[src/rtl/sprite_engine.sv]
// sprite_engine: hit-tests up to NUM_SPRITES animated sprites and emits the winning sheet address.
// Latency 2 cycles from h_cnt/v_cnt to outputs, 1 pixel/clock.
// No backpressure: never stalls. Optional MIRROR_EN macro builds horizontal mirroring.
module sprite_engine #(
    parameter int NUM_SPRITES = 4,
    parameter int SPR_W       = 10,
    parameter int SPR_H       = 10,
    parameter int SHEET_W     = 360,
    parameter int SHEET_SIZE  = 86400,
    parameter int ADDR_W      = 17,
    parameter int ANIM_FRAMES = 4,
    parameter int FRAME_DIV   = 8,
    parameter int SCALE_SHIFT = 1,
    localparam int SEL_W      = (NUM_SPRITES > 1) ? $clog2(NUM_SPRITES) : 1
) (
    input  logic                          clk,
    input  logic                          rst_n,
    input  logic [9:0]                    h_cnt,
    input  logic [9:0]                    v_cnt,
    input  logic                          frame_tick,
    input  logic [NUM_SPRITES-1:0]        spr_en,
    input  logic [9*NUM_SPRITES-1:0]      spr_x,
    input  logic [9*NUM_SPRITES-1:0]      spr_y,
    input  logic [ADDR_W*NUM_SPRITES-1:0] spr_base,
    input  logic [NUM_SPRITES-1:0]        spr_anim,
    input  logic [NUM_SPRITES-1:0]        spr_flip,
    output logic [ADDR_W-1:0]             pixel_addr,
    output logic                          is_object,
    output logic [SEL_W-1:0]              obj_id
);
    localparam int FI_W  = (ANIM_FRAMES > 1) ? $clog2(ANIM_FRAMES) : 1;
    localparam int DV_W  = (FRAME_DIV > 1) ? $clog2(FRAME_DIV) : 1;
    localparam int RAW_W = ADDR_W + 1;

    logic [9:0] x, y;
    assign x = h_cnt >> SCALE_SHIFT;
    assign y = v_cnt >> SCALE_SHIFT;

    // Animation state
    logic [DV_W-1:0]                   div_cnt;
    logic [NUM_SPRITES-1:0][FI_W-1:0]  frame_idx;
    logic                              div_wrap;
    assign div_wrap = (div_cnt == DV_W'(FRAME_DIV - 1));

    always_ff @(posedge clk or negedge rst_n) begin
        if (!rst_n) begin
            div_cnt   <= '0;
            frame_idx <= '0;
        end else begin
            if (frame_tick)
                div_cnt <= div_wrap ? '0 : div_cnt + 1'b1;
            for (int i = 0; i < NUM_SPRITES; i++) begin
                if (!spr_en[i])
                    frame_idx[i] <= '0;
                else if (frame_tick && div_wrap && spr_anim[i])
                    frame_idx[i] <= (frame_idx[i] == FI_W'(ANIM_FRAMES - 1)) ? '0 : frame_idx[i] + 1'b1;
            end
        end
    end

    // Stage 1: per-slot hit test at 10 bits so the right edge never wraps
    logic [NUM_SPRITES-1:0]             hit_c, hit_q;
    logic [NUM_SPRITES-1:0][9:0]        dx_c, dy_c, dx_q, dy_q;
    logic [NUM_SPRITES-1:0][FI_W-1:0]   fr_q;
    logic [NUM_SPRITES-1:0][ADDR_W-1:0] base_q;

    always_comb begin
        hit_c = '0;
        dx_c  = '0;
        dy_c  = '0;
        for (int i = 0; i < NUM_SPRITES; i++) begin
            logic [9:0] sx, sy;
            sx       = {1'b0, spr_x[9*i +: 9]};
            sy       = {1'b0, spr_y[9*i +: 9]};
            hit_c[i] = spr_en[i] && (x >= sx) && (x < sx + 10'(SPR_W)) &&
                       (y >= sy) && (y < sy + 10'(SPR_H));
            dx_c[i]  = x - sx;
            dy_c[i]  = y - sy;
        end
    end

    always_ff @(posedge clk or negedge rst_n) begin
        if (!rst_n) begin
            hit_q  <= '0;
            dx_q   <= '0;
            dy_q   <= '0;
            fr_q   <= '0;
            base_q <= '0;
        end else begin
            hit_q  <= hit_c;
            dx_q   <= dx_c;
            dy_q   <= dy_c;
            fr_q   <= frame_idx;
            base_q <= spr_base;
        end
    end

`ifdef MIRROR_EN
    logic [NUM_SPRITES-1:0] flip_q;
    always_ff @(posedge clk or negedge rst_n) begin
        if (!rst_n) flip_q <= '0;
        else        flip_q <= spr_flip;
    end
`else
    logic unused_flip;
    assign unused_flip = ^spr_flip;
`endif

    // Stage 2: lowest index wins, so scan downwards and let lower slots overwrite
    logic              found;
    logic [SEL_W-1:0]  sel;
    logic [9:0]        dx_s, dy_s;
    logic [FI_W-1:0]   fr_s;
    logic [ADDR_W-1:0] base_s;
    logic [RAW_W-1:0]  raw, wrapped;

    always_comb begin
        found  = 1'b0;
        sel    = '0;
        dx_s   = '0;
        dy_s   = '0;
        fr_s   = '0;
        base_s = '0;
        for (int i = NUM_SPRITES - 1; i >= 0; i--) begin
            if (hit_q[i]) begin
                found  = 1'b1;
                sel    = SEL_W'(i);
                dx_s   = dx_q[i];
                dy_s   = dy_q[i];
                fr_s   = fr_q[i];
                base_s = base_q[i];
`ifdef MIRROR_EN
                if (flip_q[i])
                    dx_s = 10'(SPR_W - 1) - dx_q[i];
`endif
            end
        end
        raw = RAW_W'(base_s) + RAW_W'(fr_s) * RAW_W'(SPR_W) + RAW_W'(dx_s) +
              RAW_W'(dy_s) * RAW_W'(SHEET_W);
        wrapped = (raw >= RAW_W'(SHEET_SIZE)) ? raw - RAW_W'(SHEET_SIZE) : raw;
    end

    always_ff @(posedge clk or negedge rst_n) begin
        if (!rst_n) begin
            pixel_addr <= '0;
            is_object  <= 1'b0;
            obj_id     <= '0;
        end else begin
            pixel_addr <= found ? wrapped[ADDR_W-1:0] : '0;
            is_object  <= found;
            obj_id     <= found ? sel : '0;
        end
    end
endmodule

[config.mk]
export PLATFORM = sky130hd
export DESIGN_NAME = sprite_engine
export DESIGN_NICKNAME = d
export VERILOG_FILES = /design/src/rtl/sprite_engine.sv
export SDC_FILE = /design/constraint.sdc
export NUM_CORES = 1
export LEC_CHECK = 0
export BUFFER_PORTS_ARGS = -buffer_cell sky130_fd_sc_hd__buf_2
export CAP_MARGIN = 10
export CORE_MARGIN = 2
export CORE_UTILIZATION = 24
export DETAILED_ROUTE_END_ITERATION = 16
export PLACE_DENSITY = 0.37
export SYNTH_ARGS = -nofsm -noshare
export SYNTH_HDL_FRONTEND = slang
export SYNTH_SLANG_ARGS = --single-unit
[constraint.sdc]
create_clock -name clk -period 9.8 [get_ports clk]
set_input_delay 0.49 -clock clk [delete_from_list [all_inputs] [get_ports clk]]
set_output_delay 0.49 -clock clk [all_outputs]
set_load 0.1 [all_outputs]
==> qor.csv, run 1 <==
stage;metric;value;unit
run_status;outcome;complete, no violations;
pwr;total_power;0.00245;W
logic_synthesis;synth_edf_count;0;
place;gp_congestion;0.806;
global_routing;grt_pass1_wl;63600;µm
timing;finClkSkew;0.0156;ns
final_layout;syn_to_final_growth;17.0;%
logic_synthesis;synth_most_common_cell;ha_1;
route;drt_wl_total;41000;µm
timing;layout_min_cycle_time;7.39;ns
clock_tree;cts_buffers;17;
worst_setup_path;critPathSlowestCell;dfrtp_2;
worst_setup_path;cp_slowest_stage_delay;0.66;ns
final_layout;drive_gt1_frac;0.146;
clock_tree;htree_num_levels;4;
route;vias;10900;
logic_synthesis;syn_inst;1520;
global_routing;antenna_found_initial;3;
place;dp_hpwl;33100;µm
worst_setup_path;cp.arrival;7.81;ns
clock_tree;cts_hold_repair.buffers;0;
worst_setup_path;worst-path-max-fanout;17;
worst_setup_path;r2r_start;hit_q[2]$_DFF_PN0_;
timing;rsz0062_at_grt;no;
worst_setup_path;worstSetupPathType;flip-flop to flip-flop;
worst_setup_path;critPathCaptureType;flip-flop;
floorplanning;start_util;0.242;
min_path;min_path_type;input pin to async pin;
logic_synthesis;synth_seq_cells;191;
route;drtIter0Drc;350;
route;drc;0;
worst_setup_path;required;10.22;ns
worst_setup_path;reg2reg_setup_slack;2.41;ns
final_layout;final_cells;2487;
logic_synthesis;synth_area_leader_cell;dfrtp_1;
clock_tree;cts_tree;built;
floorplanning;die_x;247;µm
floorplanning;num_io_pins;195;
logic_synthesis;synth_top_area_share;0.336;
pwr;leakage;8.33;nW
logic_synthesis;synth_async_sr_flop_share;1.00;
run;max_cap_viol_count;0;
final_layout;nFillCells;6321;
logic_synthesis;synthFlopType;dfrtp_1;
logic_synthesis;syn_area_per_cell;9.35;µm²
timing;setup_viol;0;
place;placed_cells;2455;
clock_tree;clkLatencyLatePin;0.49;ns
route;wl_per_cell;16.5;µm
route;drtPass1Iterations;4;
final_layout;fin_util;0.283;
timing;hold_viol;0;
logic_synthesis;ys_warn_count;0;
worst_setup_path;cp_num_buf_inv;4;
floorplanning;rows;89;
clock_tree;clk_pin_slew_worst_paths;0.08;ns
logic_synthesis;netlist_top_cells_count;ha_1 (209), dfrtp_1 (191), inv_1 (182);
logic_synthesis;synth.cell_area;14200;µm²
clock_tree;postCtsSetupBuffers;0;
route;viasPerCell;4.37;
timing;layout_worst_path_cycle_share;0.754;
worst_setup_path;reg2regPathDepth;26;
logic_synthesis;synth_area_leaders;dfrtp_1 (34%), ha_1 (18%), fa_1 (5.5%);
pwr;power_density;147;nW/µm²
route;ant_nets;0;
logic_synthesis;synth_nets;1943;
timing;fmax;135;MHz
clock_tree;cts_root_buf;clkbuf_16;
logic_synthesis;ys_seq_area_frac;0.336;
clock_tree;clockBufferDepth;2;
worst_setup_path;crit_family;adder cells;
clock_tree;cts_sinks;191;
timing;relSlewSlack;0.445;
floorplanning;core_area;58800;µm²
global_routing;overflow;0;
final_layout;nets;2124;
global_routing;first_global_vias;11400;
pwr;vdd_drop_max;0.000112;V
floorplanning;die_area;61200;µm²
timing;fin_tns_setup;0;ns
logic_synthesis;synth.distinct_cells;63;
place;io_buffer_count;188;
timing;slew_violations;0;
final_layout;num_antenna_cells;0;
worst_setup_path;cp-start-kind;flip-flop;
worst_setup_path;r2r-end;pixel_addr[15]$_DFF_PN0_;
floorplanning;die_h;247;µm
worst_setup_path;critPathLaunch;hit_q[2]$_DFF_PN0_;
clock_tree;cts_resized;0;
global_routing;grt_start_max_net_pins;77;
worst_setup_path;crit_top_cell;ha_1;
timing;tightest_slew;0.832;ns
global_routing;grtUsageTotal;0.139;
-- worst reg2reg max path: stages, from the launching register on --
cell and delay, ns:
dfrtp_2 0.66, nor2b_4 0.16, a22oi_1 0.20, nor2_1 0.06
a21oi_1 0.14, nor2_1 0.07, a21oi_1 0.42, inv_1 0.13
ha_1 0.39, ha_1 0.30, inv_1 0.05, fa_1 0.49
inv_1 0.06, fa_1 0.46, xor2_1 0.21, fa_1 0.44
ha_1 0.31, ha_1 0.43, a2111oi_4 0.41, inv_2 0.07
o2111ai_2 0.22, a211oi_1 0.15, or4b_1 0.50, nand3_2 0.13
a21bo_1 0.33, a2111o_1 0.46, o21ai_2 0.06
-- power by group --
group,internal [W],switching [W],leakage (nW)
registers,0.000873,0.0000298,2.29
clock network,0.000342,0.000355,0.270
logic,0.000329,0.000521,5.76
-- stage by stage --
stage          worst slack (ns)  hold slack, ns  instance area [µm²]
6_report                   2.41          0.0258                16600
5_1_grt                    1.80          0.0502                16600
4_1_cts                    2.24          0.0308                16600
3_5_place_dp               2.27           0.389                16100
3_3_place_gp               2.29           0.394                16100
2_1_floorplan              3.18           0.194                14200
-- how the worst max path moves through the flow --
stage | slack, ns | to | depth (start not counted)
2_1_floorplan | 3.18 | pixel_addr[15]$_DFF_PN0_ | 27
3_3_place_gp | 2.29 | pixel_addr[11]$_DFF_PN0_ | 28
3_5_place_dp | 2.27 | pixel_addr[11]$_DFF_PN0_ | 26
4_1_cts | 2.24 | pixel_addr[15]$_DFF_PN0_ | 26
5_1_grt | 1.80 | pixel_addr[7]$_DFF_PN0_ | 28
6_report | 2.41 | pixel_addr[15]$_DFF_PN0_ | 26
-- placed cells by master (no fill, tap or decap), types with 13 or more instances in the layout --
cell type    n
a21boi_0    35
a21o_1      14
a21oi_1    105
a22oi_1     38
buf_2      187
clkbuf_16   17
dfrtp_1    188
fa_1        39
ha_1       209
inv_1      182
mux2i_1     13
nand2_1     91
nand4_1     17
nor2_1     144
nor2b_1     38
o21a_1      50
o21ai_0     94
xnor2_1     69
xor2_1      32
-- routing by layer --
layer  part of all wire  track usage
met1               0.46        0.179
met4              0.012       0.0370
met5            0.00039            0
met2               0.49        0.238
met3              0.034       0.0271
-- registers in the layout, indices dropped and copies added, names as in the netlist, 2 cells and up --
name        flops
base_q         68
div_cnt         3
dx_q           40
dy_q           40
fr_q            8
frame_idx       8
hit_q           4
obj_id          2
pixel_addr     17
-- cells by family (layout without fill, tap and decap cells) --
kind of cell / count (synthesis) / after routing / share of synthesized area
xor gates and xnor gates: 101 / 101 / 0.0622
DFF: 191 / 191 / 0.336
adders and majority gates: 248 / 248 / 0.239
buffers and inverters: 217 / 411 / 0.0585
muxes: 16 / 16 / 0.0115
and+or+nand+nor: 355 / 355 / 0.115
AOI/OAI and AO/OA: 392 / 392 / 0.177
-- layout make-up --
class | instances | area (µm²) | area share
clock buffers | 19 | 443 | 0.0266
clock inverters | 13 | 125 | 0.00752
inverters | 183 | 687 | 0.0413
multi-input cells | 1112 | 8610 | 0.518
flip-flops and latches | 191 | 4780 | 0.288
well taps | 773 | 967 | 0.0582
repair buffers | 196 | 1010 | 0.0607
No activity file was read; power rests on OpenSTA's default activity.
==> inputs of run 2 (changes only) <==
ABC_AREA = 1   (was default)
PLACE_DENSITY = 0.38   (was 0.37)
clock period = 6.4 ns   (was 9.8 ns; I/O delays follow)
==> qor.csv, run 2 <==
stage;metric;value;unit;change
pwr;leakage;9.54;nW;+15%
logic_synthesis;synthFlopType;dfrtp_1;;
place;place_ws;0.0687;ns;-2.20 ns
timing;tightest_slew;0.920;ns;+0.0876 ns
logic_synthesis;synth_top_area_share;0.332;;-0.00456
floorplanning;die_area;62000;µm²;+1.4%
route;vias;12000;;+10%
run_status;outcome;complete, no violations;;
timing;relSlewSlack;0.387;;-0.0584
floorplanning;die_h;249;µm;+0.67%
place;gp_congestion;0.823;;+2.1%
pwr;vdd_drop_max;0.000193;V;+72%
logic_synthesis;syn_inst;1696;;+12%
global_routing;grtUsageTotal;0.145;;+0.00555
floorplanning;die_x;249;µm;+0.67%
logic_synthesis;ys_seq_area_frac;0.332;;-0.00456
logic_synthesis;synth_async_sr_flop_share;1.00;;unchanged
timing;setup_viol;0;;unchanged
final_layout;largest_reg_flops;68;;unchanged
timing;fin_tns_setup;0;ns;unchanged
worst_setup_path;required;6.79;ns;-3.43 ns
clock_tree;htree_num_levels;4;;unchanged
logic_synthesis;syn_area_per_cell;8.49;µm²;-9.1%
final_layout;final_cell_mix;nand2_1 (306), inv_1 (219), ha_1 (200), dfrtp_1 (188), buf_2 (187);;
worst_setup_path;critPathCaptureType;flip-flop;;
worst_setup_path;cp.arrival;6.40;ns;-1.41 ns
global_routing;grt_start_max_net_pins;101;;+31%
clock_tree;cts_tree;built;;
floorplanning;core_area;59100;µm²;+0.57%
worst_setup_path;cp_slowest_stage_delay;0.54;ns;-0.12 ns
logic_synthesis;synth_seq_cells;191;;unchanged
worst_setup_path;cp-start-kind;flip-flop;;
route;drtIter0Drc;454;;+30%
place;placed_cells;2654;;+8.1%
final_layout;drive_gt1_frac;0.161;;+0.0156
worst_setup_path;worstSetupPathType;flip-flop to flip-flop;;
final_layout;reg_top3;base_q (68), dx_q (40), dy_q (40);;
worst_setup_path;cp_num_buf_inv;6;;+2
timing;slew_violations;0;;unchanged
run;max_cap_viol_count;0;;unchanged
timing;hold_viol;0;;unchanged
timing;layout_worst_path_cycle_share;0.939;;+0.185
worst_setup_path;worst-path-max-fanout;12;;-5
logic_synthesis;synth_area_leaders;dfrtp_1 (33%), ha_1 (18%), nand2_1 (8.1%);;
clock_tree;clk_pin_slew_worst_paths;0.09;ns;about the same
floorplanning;rows;89;;unchanged
global_routing;overflow;0;;unchanged
final_layout;nFillCells;6238;;-1.3%
final_layout;top_register;base_q;;
route;drc;0;;unchanged
clock_tree;clkLatencyLatePin;0.48;ns;about the same
logic_synthesis;ys_warn_count;0;;unchanged
global_routing;first_global_vias;12400;;+8.4%
logic_synthesis;synth_nets;2119;;+9.1%
timing;layout_min_cycle_time;6.01;ns;-1.38 ns
worst_setup_path;critPathSlowestCell;fa_1;;
min_path;min_path_type;input pin to flip-flop;;
pwr;power_density;236;nW/µm²;+60%
final_layout;mostFrequentLayoutCell;nand2_1;;
final_layout;regArea;4780;µm²;unchanged
route;drtPass1Iterations;8;;+4
logic_synthesis;synth_most_common_cell;nand2_1;;
timing;finClkSkew;0.0239;ns;+0.00839 ns
route;drt_wl_total;44400;µm;+8.3%
clock_tree;cts_root_buf;clkbuf_16;;
final_layout;fin_util;0.305;;+0.0223
logic_synthesis;netlist_top_cells_count;nand2_1 (309), inv_1 (221), ha_1 (209);;
place;dp_hpwl;35700;µm;+7.8%
clock_tree;cts_buffers;17;;unchanged
logic_synthesis;synth.cell_area;14400;µm²;+1.4%
final_layout;final_cells;2770;;+11%
timing;fmax;166;MHz;+23%
logic_synthesis;synth_edf_count;0;;unchanged
global_routing;antenna_found_initial;8;;+5
clock_tree;clockBufferDepth;2;;unchanged
floorplanning;num_io_pins;195;;unchanged
floorplanning;start_util;0.244;;+0.00194
place;io_buffer_count;188;;unchanged
route;wl_per_cell;16.0;µm;-2.7%
logic_synthesis;synth_area_leader_cell;dfrtp_1;;
timing;layout_setup_ws;0.390;ns;-2.02 ns
clock_tree;cts_sinks;191;;unchanged
global_routing;grt_pass1_wl;68600;µm;+7.9%
final_layout;syn_to_final_growth;25.2;%;
route;viasPerCell;4.32;;-1.1%
worst_setup_path;crit_family;adder cells;;
final_layout;nets;2404;;+13%
logic_synthesis;synth.distinct_cells;46;;-27%
timing;hold_ws;0.0737;ns;+0.0479 ns
route;ant_nets;0;;unchanged
final_layout;multi_input_area;8880;µm²;+3.1%
==> run 2: cell count changes after synthesis, sizes merged, moves of 8 or more <==
cell | previous run | this run
a21boi | 35 | 0
a22oi | 38 | 9
inv | 183 | 222
mux2i | 13 | 0
nand2 | 91 | 318
nand2b | 12 | 0
nand3 | 10 | 107
nor2 | 144 | 122
nor2b | 39 | 0
o2111ai | 9 | 1
o21a | 50 | 2
xnor2 | 69 | 30
xor2 | 32 | 101
==> run 2: cell families (layout without fill, tap and decap cells) <==
family,after synthesis,in the layout,synth area share
AO/OA/AOI/OAI,270,270,0.105
buffers and inverters,253,550,0.0660
other,0,3,0
XOR/XNOR,131,131,0.0815
multiplexers,2,2,0.00156
flip-flops,191,191,0.332
AND/OR/NAND/NOR,601,602,0.178
adder cells (fa/ha/maj),248,248,0.236
==> run 2: area by class of cell <==
cell class | instances | share of cell area
well taps | 773 | 0.0536
inverters | 223 | 0.0466
multi-input cells | 1253 | 0.492
repair inverters | 1 | 0.000277
repair buffers | 294 | 0.108
flip-flops and latches | 191 | 0.265
clock buffers | 17 | 0.0236
clock inverters | 15 | 0.0102
diodes | 3 | 0.000416
==> run 2: layer usage <==
layer  share of wire  wire (µm)  global-route usage
met5          0.0011         51                   0
met4          0.0089        394              0.0277
met3           0.033       1460              0.0262
met2            0.48      21400               0.250
met1            0.47      21100               0.189
==> run 2: power by group <==
part	switching (W)	internal (W)	leakage (nW)	total [W]
Combinational	0.00107	0.000676	6.95	0.00175
Clock	0.000577	0.000532	0.289	0.00111
Sequential	0.0000534	0.00136	2.30	0.00141
==> run 2: worst paths after layout <==
path / slack, ns / end / cells after the start / from
setup reg to reg: 0.39 / pixel_addr[16]$_DFF_PN0_ / 29 / hit_q[1]$_DFF_PN0_
max in group asynchronous: 4.70 / base_q[2]$_DFF_PN0_ / 3 / rst_n
hold / removal: 0.07 / div_cnt[0]$_DFFE_PN0P_ / 2 / frame_tick
min in group asynchronous: 0.52 / dx_q[10]$_DFF_PN0_ / 2 / rst_n
hold reg to reg: 0.41 / fr_q[5]$_DFF_PN0_ / 0 / frame_idx[5]$_DFFE_PN0P_
setup / recovery: 0.39 / pixel_addr[16]$_DFF_PN0_ / 29 / hit_q[1]$_DFF_PN0_
==> run 2: what timing repair did <==
action	in CTS	in global routing
setup endpoints to repair	0	10
gates resized for setup	0	54
buffers inserted	0	10
endpoints found under the hold margin	89	0
hold buffers	69	0
==> run 2: worst reg2reg max path, delay by kind of cell (launching register included) <==
family,cells,cell delay (ns)
adder cells (fa/ha/maj),7,2.83
AND/OR/NAND/NOR,12,1.36
buffers and inverters,6,0.52
AO/OA/AOI/OAI,3,0.51
flip-flops,1,0.46
XOR/XNOR,1,0.23
==> run 2: through the flow <==
stage	area, µm²	total power, W
after floorplan	14400	0.00259
after global placement	16400	0.00308
after detailed placement	16400	0.00308
after CTS	17700	0.00426
after global routing	18000	0.00462
final	18000	0.00426
==> inputs of run 3 (changes only) <==
CTS_BUF_LIST = sky130_fd_sc_hd__clkbuf_4 sky130_fd_sc_hd__clkbuf_8   (was default)
PLACE_DENSITY = 0.37   (was 0.38)
clock period = 7.2 ns   (was 6.4 ns; I/O delays follow)
==> qor.csv, run 3 (synthesis gave the netlist of run 2 again) <==
stage;metric;value;unit;change
global_routing;grtUsageTotal;0.145;;+0.000433
clock_tree;cts_root_buf;clkbuf_8;;
worst_setup_path;worst-path-max-fanout;30;;+18
worst_setup_path;reg2reg_setup_slack;0.66;ns;+0.27 ns
final_layout;syn_to_final_growth;21.3;%;
worst_setup_path;worstSetupPathType;flip-flop to flip-flop;;
floorplanning;rows;89;;unchanged
min_path;whs_path_depth;2;;unchanged
timing;relSlewSlack;0.427;;+0.0403
floorplanning;num_io_pins;195;;unchanged
worst_setup_path;cp_slowest_stage_delay;0.54;ns;about the same
clock_tree;cts_sinks;191;;unchanged
global_routing;grt_start_max_net_pins;85;;-16%
worst_setup_path;cp.depth;32;;+10%
clock_tree;htree_num_levels;4;;unchanged
route;drc;0;;unchanged
route;viasPerCell;4.29;;-0.77%
final_layout;nFillCells;6349;;+1.8%
run;max_cap_viol_count;0;;unchanged
timing;hold_viol;0;;unchanged
timing;slew_violations;0;;unchanged
floorplanning;core_area;59100;µm²;unchanged
final_layout;largest_reg_flops;68;;unchanged
clock_tree;clk_pin_slew_worst_paths;0.11;ns;+0.02 ns
final_layout;fin_area;17500;µm²;-3.1%
timing;tightest_slew;0.851;ns;-0.0694 ns
min_path;min_path_type;input pin to flip-flop;;
final_layout;final_cell_mix;nand2_1 (309), inv_1 (220), ha_1 (209), dfrtp_1 (187), buf_2 (187);;
final_layout;top_register;base_q;;
floorplanning;start_util;0.244;;unchanged
place;gp_congestion;0.793;;-3.7%
final_layout;reg_top3;base_q (68), dx_q (40), dy_q (40);;
worst_setup_path;reg2regPathDepth;32;;+10%
pwr;leakage;9.36;nW;-1.9%
floorplanning;die_area;62000;µm²;unchanged
timing;fin_tns_setup;0;ns;unchanged
worst_setup_path;cp-start-kind;flip-flop;;
clock_tree;cts_tree;built;;
global_routing;first_global_vias;12400;;-0.10%
timing;finClkSkew;0.0307;ns;+0.00671 ns
timing;rsz0062_at_grt;no;;
route;wl_per_cell;16.1;µm;+0.35%
timing;layout_min_cycle_time;6.54;ns;+0.526 ns
route;ant_nets;0;;unchanged
final_layout;mostFrequentLayoutCell;nand2_1;;
global_routing;overflow;0;;unchanged
worst_setup_path;required;7.64;ns;+0.85 ns
global_routing;grt_pass1_wl;68500;µm;-0.27%
timing;layout_worst_path_cycle_share;0.908;;-0.0313
place;io_buffer_count;188;;unchanged
route;drtPass1Iterations;5;;-3
pwr;power_density;199;nW/µm²;-16%
worst_setup_path;critPathCaptureType;flip-flop;;
worst_setup_path;cp.arrival;6.97;ns;+0.57 ns
worst_setup_path;cp_num_buf_inv;5;;-1
floorplanning;die_x;249;µm;unchanged
route;drt_wl_total;44200;µm;-0.41%
place;dp_hpwl;35800;µm;+0.36%
route;vias;11800;;-1.5%
clock_tree;clkLatencyLatePin;0.54;ns;+0.06 ns
floorplanning;die_h;249;µm;unchanged
global_routing;antenna_found_initial;7;;-1
place;place_area;16300;µm²;-0.70%
clock_tree;clockBufferDepth;2;;unchanged
final_layout;drive_gt1_frac;0.134;;-0.0271
worst_setup_path;crit_top_cell;nand2_1;;
route;drtIter0Drc;509;;+12%
timing;setup_viol;0;;unchanged
pwr;vdd_drop_max;0.000119;V;-38%
clock_tree;cts_buffers;17;;unchanged
worst_setup_path;critPathSlowestCell;fa_1;;
run_status;outcome;complete, no violations;;
final_layout;nets;2382;;-0.92%
worst_setup_path;crit_family;adder cells;;
timing;fmax;153;MHz;-8.0%
[run 3: what timing repair did]
item | CTS | global route
setup endpoints to repair | 0 | 9
resized for setup | 0 | 4
hold buffers | 69 | 0
hold endpoints to repair | 150 | 0
setup buffers | 0 | 4
[run 3: worst register-to-register path, delay by kind of cell, from the launching register on]
| kind | cells | cell delay, ns |
|---|---|---|
| AOI/OAI and AO/OA | 6 | 0.99 |
| DFF | 1 | 0.51 |
| xor gates and xnor gates | 1 | 0.16 |
| and+or+nand+nor | 13 | 1.52 |
| adders and majority gates | 7 | 2.59 |
| buffers and inverters | 5 | 0.67 |
[run 3: area by class of cell]
class,count,area (µm²),area share
multi-input cells,1252,8680,0.496
flip-flops and latches,191,4790,0.274
repair buffers,274,1770,0.101
well taps,773,967,0.0553
inverters,223,841,0.0481
clock buffers,17,234,0.0134
clock inverters,15,196,0.0112
diodes,4,10.0,0.000573
[run 3: metal layers]
metal	routed length [µm]	track usage	vias to the layer above
met5	38	0	-
met4	344	0.0267	6
met3	1560	0.0241	25
met2	21500	0.255	150
met1	20700	0.188	5488
li1	-	-	6115
[run 3: final timing paths]
| check | start | endpoint |
|---|---|---|
| worst max-delay path | hit_q[2]$_DFF_PN0_ | pixel_addr[15]$_DFF_PN0_ |
| worst min-delay path | frame_tick | div_cnt[0]$_DFFE_PN0P_ |
| worst max register to register | hit_q[2]$_DFF_PN0_ | pixel_addr[15]$_DFF_PN0_ |
| worst min register to register | frame_idx[1]$_DFFE_PN0P_ | fr_q[1]$_DFF_PN0_ |
| max in group asynchronous | rst_n | hit_q[1]$_DFF_PN0_ |
| min in group asynchronous | rst_n | pixel_addr[16]$_DFF_PN0_ |
[run 3: per-stage QoR]
stage	hold WS, ns	power, W	worst slack [ns]	instances	utilization
6_report	0.0792	0.00347	0.665	2749	0.296
5_1_grt	0.0128	0.00380	0.0133	2746	0.295
4_1_cts	0.00526	0.00356	0.478	2741	0.295
3_5_place_dp	0.392	0.00272	0.528	2640	0.276
3_3_place_gp	0.388	0.00272	0.543	2640	0.276
2_1_floorplan	0.0644	0.00230	1.10	1696	-
[run 3: power by group]
group | switching (W) | leakage (nW) | internal, W | total, W
combinational | 0.000907 | 6.85 | 0.000537 | 0.00144
sequential | 0.0000502 | 2.30 | 0.00120 | 0.00125
clock | 0.000475 | 0.211 | 0.000299 | 0.000774
total | 0.00143 | 9.36 | 0.00204 | 0.00347
